==> src/rtl/spi_wb_sequencer.sv <==
// spi_wb_sequencer
// Wishbone master sitting in front of the simple_spi_top register block
// (SPCR=0, SPSR=1, SPDR=2, SPER=3). After reset it programs SPCR and SPER once.
// After that, each byte taken from the tx stream becomes one full SPI transfer:
// write SPDR, poll SPSR until RFEMPTY (bit 0) clears, then read SPDR. The byte
// read back is offered on the rx stream. Only one byte is in flight at a time.
//
// Optional feature: define SPI_SEQ_TIMEOUT_EN to abort a transfer after
// TIMEOUT_POLLS SPSR reads that all report RFEMPTY=1. An abort pulses err_o for
// one cycle, produces no rx byte and returns to idle. When the macro is not
// defined, err_o is tied to 0.
//
// Ports
//   clk_i, rst_i           clock (rising edge); asynchronous reset, active low
//   tx_valid_i/tx_ready_o  tx byte handshake; tx_data_i carries the byte
//   rx_valid_o/rx_ready_i  rx byte handshake; rx_data_o carries the byte
//   busy_o                 high whenever the sequencer is not idle
//   err_o                  one-cycle pulse on poll timeout
//   wb_*                   Wishbone master (2-bit address, 8-bit data)

module spi_wb_sequencer #(
    parameter logic [7:0]  SPCR_INIT     = 8'h50,
    parameter logic [7:0]  SPER_INIT     = 8'h00
`ifdef SPI_SEQ_TIMEOUT_EN
    ,
    parameter int unsigned TIMEOUT_POLLS = 1024
`endif
) (
    input  logic       clk_i,
    input  logic       rst_i,
    input  logic       tx_valid_i,
    output logic       tx_ready_o,
    input  logic [7:0] tx_data_i,
    output logic       rx_valid_o,
    input  logic       rx_ready_i,
    output logic [7:0] rx_data_o,
    output logic       busy_o,
    output logic       err_o,
    output logic       wb_cyc_o,
    output logic       wb_stb_o,
    output logic       wb_we_o,
    output logic [1:0] wb_adr_o,
    output logic [7:0] wb_dat_o,
    input  logic [7:0] wb_dat_i,
    input  logic       wb_ack_i
);

    localparam logic [1:0] AdrSpcr = 2'd0;
    localparam logic [1:0] AdrSpsr = 2'd1;
    localparam logic [1:0] AdrSpdr = 2'd2;
    localparam logic [1:0] AdrSper = 2'd3;

    typedef enum logic [2:0] {
        StInitSpcr,
        StInitSper,
        StIdle,
        StWrSpdr,
        StRdSpsr,
        StRdSpdr,
        StOut
    } state_e;

    state_e      state_q;
    logic        cyc_q;
    logic        we_q;
    logic [1:0]  adr_q;
    logic [7:0]  dat_q;
    logic [7:0]  rx_data_q;
    logic        rx_valid_q;
    logic        tx_ready_q;
    logic        busy_q;
    logic [10:0] poll_q;
`ifdef SPI_SEQ_TIMEOUT_EN
    logic        err_q;
`endif

    // A state whose access is finished has cyc_q low. It starts the next access
    // on the following edge, so there is always one idle bus cycle after an ack.
    always_ff @(posedge clk_i or negedge rst_i) begin
        if (!rst_i) begin
            state_q    <= StInitSpcr;
            cyc_q      <= 1'b0;
            we_q       <= 1'b0;
            adr_q      <= 2'd0;
            dat_q      <= 8'h00;
            rx_data_q  <= 8'h00;
            rx_valid_q <= 1'b0;
            tx_ready_q <= 1'b0;
            busy_q     <= 1'b0;
            poll_q     <= 11'd0;
`ifdef SPI_SEQ_TIMEOUT_EN
            err_q      <= 1'b0;
`endif
        end else begin
`ifdef SPI_SEQ_TIMEOUT_EN
            err_q <= 1'b0;
`endif
            case (state_q)
                StInitSpcr: begin
                    busy_q <= 1'b1;
                    if (!cyc_q) begin
                        cyc_q <= 1'b1;
                        we_q  <= 1'b1;
                        adr_q <= AdrSpcr;
                        dat_q <= SPCR_INIT;
                    end else if (wb_ack_i) begin
                        cyc_q   <= 1'b0;
                        we_q    <= 1'b0;
                        state_q <= StInitSper;
                    end
                end
                StInitSper: begin
                    if (!cyc_q) begin
                        cyc_q <= 1'b1;
                        we_q  <= 1'b1;
                        adr_q <= AdrSper;
                        dat_q <= SPER_INIT;
                    end else if (wb_ack_i) begin
                        cyc_q      <= 1'b0;
                        we_q       <= 1'b0;
                        tx_ready_q <= 1'b1;
                        busy_q     <= 1'b0;
                        state_q    <= StIdle;
                    end
                end
                StIdle: begin
                    // The SPDR write starts on the accepting edge. The bus
                    // data register holds the tx byte until the write is acked.
                    if (tx_valid_i && tx_ready_q) begin
                        tx_ready_q <= 1'b0;
                        busy_q     <= 1'b1;
                        cyc_q      <= 1'b1;
                        we_q       <= 1'b1;
                        adr_q      <= AdrSpdr;
                        dat_q      <= tx_data_i;
                        state_q    <= StWrSpdr;
                    end
                end
                StWrSpdr: begin
                    if (cyc_q && wb_ack_i) begin
                        cyc_q   <= 1'b0;
                        we_q    <= 1'b0;
                        poll_q  <= 11'd0;
                        state_q <= StRdSpsr;
                    end
                end
                StRdSpsr: begin
                    if (!cyc_q) begin
                        cyc_q <= 1'b1;
                        we_q  <= 1'b0;
                        adr_q <= AdrSpsr;
                    end else if (wb_ack_i) begin
                        cyc_q <= 1'b0;
                        if (!wb_dat_i[0]) begin
                            state_q <= StRdSpdr;
                        end else begin
                            if (poll_q != '1) begin
                                poll_q <= poll_q + 11'd1;
                            end
`ifdef SPI_SEQ_TIMEOUT_EN
                            // This read brings the poll count to the limit.
                            if (32'(poll_q) + 32'd1 >= TIMEOUT_POLLS) begin
                                err_q      <= 1'b1;
                                tx_ready_q <= 1'b1;
                                busy_q     <= 1'b0;
                                state_q    <= StIdle;
                            end
`endif
                        end
                    end
                end
                StRdSpdr: begin
                    if (!cyc_q) begin
                        cyc_q <= 1'b1;
                        we_q  <= 1'b0;
                        adr_q <= AdrSpdr;
                    end else if (wb_ack_i) begin
                        cyc_q      <= 1'b0;
                        rx_data_q  <= wb_dat_i;
                        rx_valid_q <= 1'b1;
                        state_q    <= StOut;
                    end
                end
                StOut: begin
                    if (rx_ready_i) begin
                        rx_valid_q <= 1'b0;
                        tx_ready_q <= 1'b1;
                        busy_q     <= 1'b0;
                        state_q    <= StIdle;
                    end
                end
                default: begin
                    cyc_q   <= 1'b0;
                    state_q <= StInitSpcr;
                end
            endcase
        end
    end

    assign tx_ready_o = tx_ready_q;
    assign rx_valid_o = rx_valid_q;
    assign rx_data_o  = rx_data_q;
    assign busy_o     = busy_q;
    assign wb_cyc_o   = cyc_q;
    assign wb_stb_o   = cyc_q;
    assign wb_we_o    = we_q;
    assign wb_adr_o   = adr_q;
    assign wb_dat_o   = dat_q;
`ifdef SPI_SEQ_TIMEOUT_EN
    assign err_o      = err_q;
`else
    assign err_o      = 1'b0;
`endif

endmodule

==> config.mk <==
export PLATFORM = sky130hd
export DESIGN_NAME = spi_wb_sequencer
export DESIGN_NICKNAME = d
export VERILOG_FILES = /design/src/rtl/spi_wb_sequencer.sv
export SDC_FILE = /design/constraint.sdc
export NUM_CORES = 1
export LEC_CHECK = 0
export CORE_MARGIN = 1.5
export CORE_UTILIZATION = 55
export CTS_CLUSTER_DIAMETER = 80
export DETAILED_ROUTE_END_ITERATION = 10
export DONT_BUFFER_PORTS = 1
export PLACE_DENSITY = 0.7
export SLEW_MARGIN = 20
export SYNTH_ARGS = -nofsm -noshare
export SYNTH_HDL_FRONTEND = slang
export SYNTH_SLANG_ARGS = --single-unit
==> constraint.sdc <==
create_clock -name clk_i -period 2.9 [get_ports clk_i]
set_clock_uncertainty 0.05 [all_clocks]
set_input_delay 0.435 -clock clk_i [delete_from_list [all_inputs] [get_ports clk_i]]
set_output_delay 0.435 -clock clk_i [all_outputs]
set_load 0.01 [all_outputs]
==> run summary <==
Max-Cap Viols: 0
Synth Register Bits: 26
Post-Synth Adder-Cell Area: 0%
CTS Buffer Depth: 2
synthesized instance count: 125
Tot GR Track Use: 19.6%
H-tree Lvls: 1
final core occ: 61.1%
CP startpoint kind: register
overall die width: 51.8 um
Clock Sinks: 26
number of setup buffers added after CTS: 0
Slew headroom: 57.1%
async set or reset register ratio after synthesis: 100%
row cnt: 17
simple-gate area share of the yosys netlist: 13.6%
Crit. End Element: register
leakage power: 0.591 nW
Mapped Avg Cell Area: 10.5 um^2
Compound-Gate Fraction of Synth Area: 21.8%
WP data required: 3070 ps
Synth Flop Type: dfrtp_1
First DRT Iteration DRCs: 25
crit path kind: reg -> reg
drt pass-1 iters: 4
fmax: 511 MHz
unrepaired setup endpoints after global routing: false
vias in the first global route: 835
crit path time final: 1960 ps
Layout Nets: 144
total CTS buffers: 3
drt wl/cell: 16.6 um
setup TNS: 0 ps
Routed WL: 2490 um
Post-Synth XOR/XNOR Area: 0%
die area: 2680 um^2
Yosys cell types: 39
sequential cell area fraction in the yosys report: 49.7%
fin. max-slew vios: 0
most frequent cells in the layout: dfrtp_1, nand2_1, o21ai_0, mux2_2, a21oi_1
Post-synth EDFFs: 0
n_diodes: 0
min-delay worst type: in -> reg
core box area: 2230 um^2
largest family of logic cells by synthesized area: compound AO/OA/AOI/OAI gates
worst-skew pair later-pin latency: 320 ps
most common cell after layout, fill and taps aside: dfrtp_1
IO Count: 46
Final Hold Viols: 0
run status: completed
Initial Utilization: 58.6%
die height: 51.8 um
fin crit share: 67.5%
proportion of synthesized area in mux cells: 8.80%
cell area after synthesis: 1310 um^2
Clock transition at path regs: 140 ps
CP arrival: 2130 ps
crit path max fanout: 17
Placer Congestion: 0.766
register-to-register setup slack: 940 ps
# fillers: 204
Peak supply drop: 602 uV
via-per-instance ratio: 6.20
yosys warns: 0
CTS tree: done
global-route wire length before repair: 3930 um
root buffer cell: clkbuf_4
Least-Margin Pin Slew: 643 ps
Port Buf Inserts: 0
drt drc: 0
final setup fails: 0
largest net degree at the start of global routing: 27
Synth top area share: 49.7%
vias: 930
share of layout cells above drive strength 1: 17.2%
DRT antenna net count: 0
GR Overflow Total: 0
Synth area leaders: dfrtp_1, mux2_2, nand2_1, o21ai_0, buf_4
Area Growth Syn to Fin: 4.30%
top cell type by total area after synthesis: dfrtp_1
Post-Syn Nets: 146
power density cells: 1180 nW/um^2
initial antenna violation count: 0
-- state kept, by name (all words and copies together) (netlist names) --
signal	count
wb_adr_o	2
wb_we_o	1
busy_o	1
tx_ready_o	1
state_q	3
wb_dat_o	8
wb_cyc_o	1
rx_data_o	8
rx_valid_o	1
-- repair_timing --
item | CTS | global route
resized for setup | 0 | 0
hold buffers | 2 | 0
endpoints found under the hold margin | 26 | 0
-- Yosys cell counts (2+ instances only) --
| master | n |
|---|---|
| nor2_1 | 2 |
| dfrtp_1 | 26 |
| nand2_1 | 21 |
| inv_1 | 4 |
| o21ai_1 | 4 |
| clkbuf_1 | 2 |
| o21ai_0 | 14 |
| a21oi_1 | 6 |
| nor3b_1 | 2 |
| o31ai_1 | 2 |
| buf_4 | 5 |
| mux2_2 | 8 |
| a31oi_1 | 3 |
-- cells by family (layout without fill, tap and decap cells) --
group | after synthesis | in the layout
other | 1 | 1
DFF | 26 | 26
muxes | 10 | 10
and+or+nand+nor | 34 | 34
AOI/OAI and AO/OA | 41 | 41
buffers and inverters | 13 | 10
-- per-stage QoR --
| step | total power [W] | setup WS [ps] | cell area, um^2 | std cells | hold WS, ps |
|---|---|---|---|---|---|
| finish | 0.00161 | 942 | 1370 | 150 | 172 |
| global route | 0.00172 | 834 | 1370 | 150 | 142 |
| CTS | 0.00162 | 957 | 1370 | 150 | 158 |
| floorplan | 0.00129 | 1360 | 1310 | 125 | 89.4 |
| global placement | 0.00134 | 1080 | 1280 | 144 | 90.0 |
| detailed placement | 0.00136 | 982 | 1280 | 144 | 90.0 |
-- layer usage --
metal / part of all wire [%] / track usage (%) / vias up
li1: - / - / 440
met1: 46 / 27.0 / 458
met2: 48 / 31.0 / 29
met3: 5.1 / 5.46 / 3
met4: 0.84 / 3.95 / 0
met5: 0 / 0 / -
-- final cells by class --
| type | count | area (um^2) | share of cell area, % |
|---|---|---|---|
| Timing Repair Buffer | 2 | 30.0 | 2.20 |
| Multi-Input combinational cell | 86 | 582 | 42.6 |
| Tap cell | 28 | 35.0 | 2.57 |
| Sequential cell | 26 | 651 | 47.7 |
| Clock buffer | 3 | 22.5 | 1.65 |
| Inverter | 4 | 15.0 | 1.10 |
| Clock inverter | 1 | 30.0 | 2.20 |
-- worst max-delay path, stage by stage, from the launching register on --
cell and delay, ps:
dfrtp_1 590, inv_1 280, nand3_1 150, nor2_2 400, mux2_2 390
-- where the power goes --
part           switching (W)  leakage (nW)  total [W]  internal (W)
Combinational       0.000268         0.244   0.000538      0.000270
Sequential          0.000297         0.319   0.000827      0.000530
Clock               0.000107        0.0279   0.000247      0.000140
Total               0.000673         0.591    0.00161      0.000939
-- path summary, 6_finish.rpt --
| kind | startpoint | end | cells past startpoint |
|---|---|---|---|
| worst min-delay path | tx_data_i[0] | wb_dat_o[0]$_DFFE_PN0P_ | 2 |
| max in group asynchronous | rst_i | rx_data_o[0]$_DFFE_PN0P_ | 2 |
| min in group asynchronous | rst_i | tx_ready_o$_DFFE_PN0P_ | 2 |
| worst min register to register | wb_dat_o[2]$_DFFE_PN0P_ | wb_dat_o[2]$_DFFE_PN0P_ | 2 |
| worst max-delay path | state_q[1]$_DFFE_PN0P_ | rx_data_o[6]$_DFFE_PN0P_ | 4 |
| worst max register to register | state_q[1]$_DFFE_PN0P_ | rx_data_o[6]$_DFFE_PN0P_ | 4 |
No activity file was read; power rests on OpenSTA's default activity.
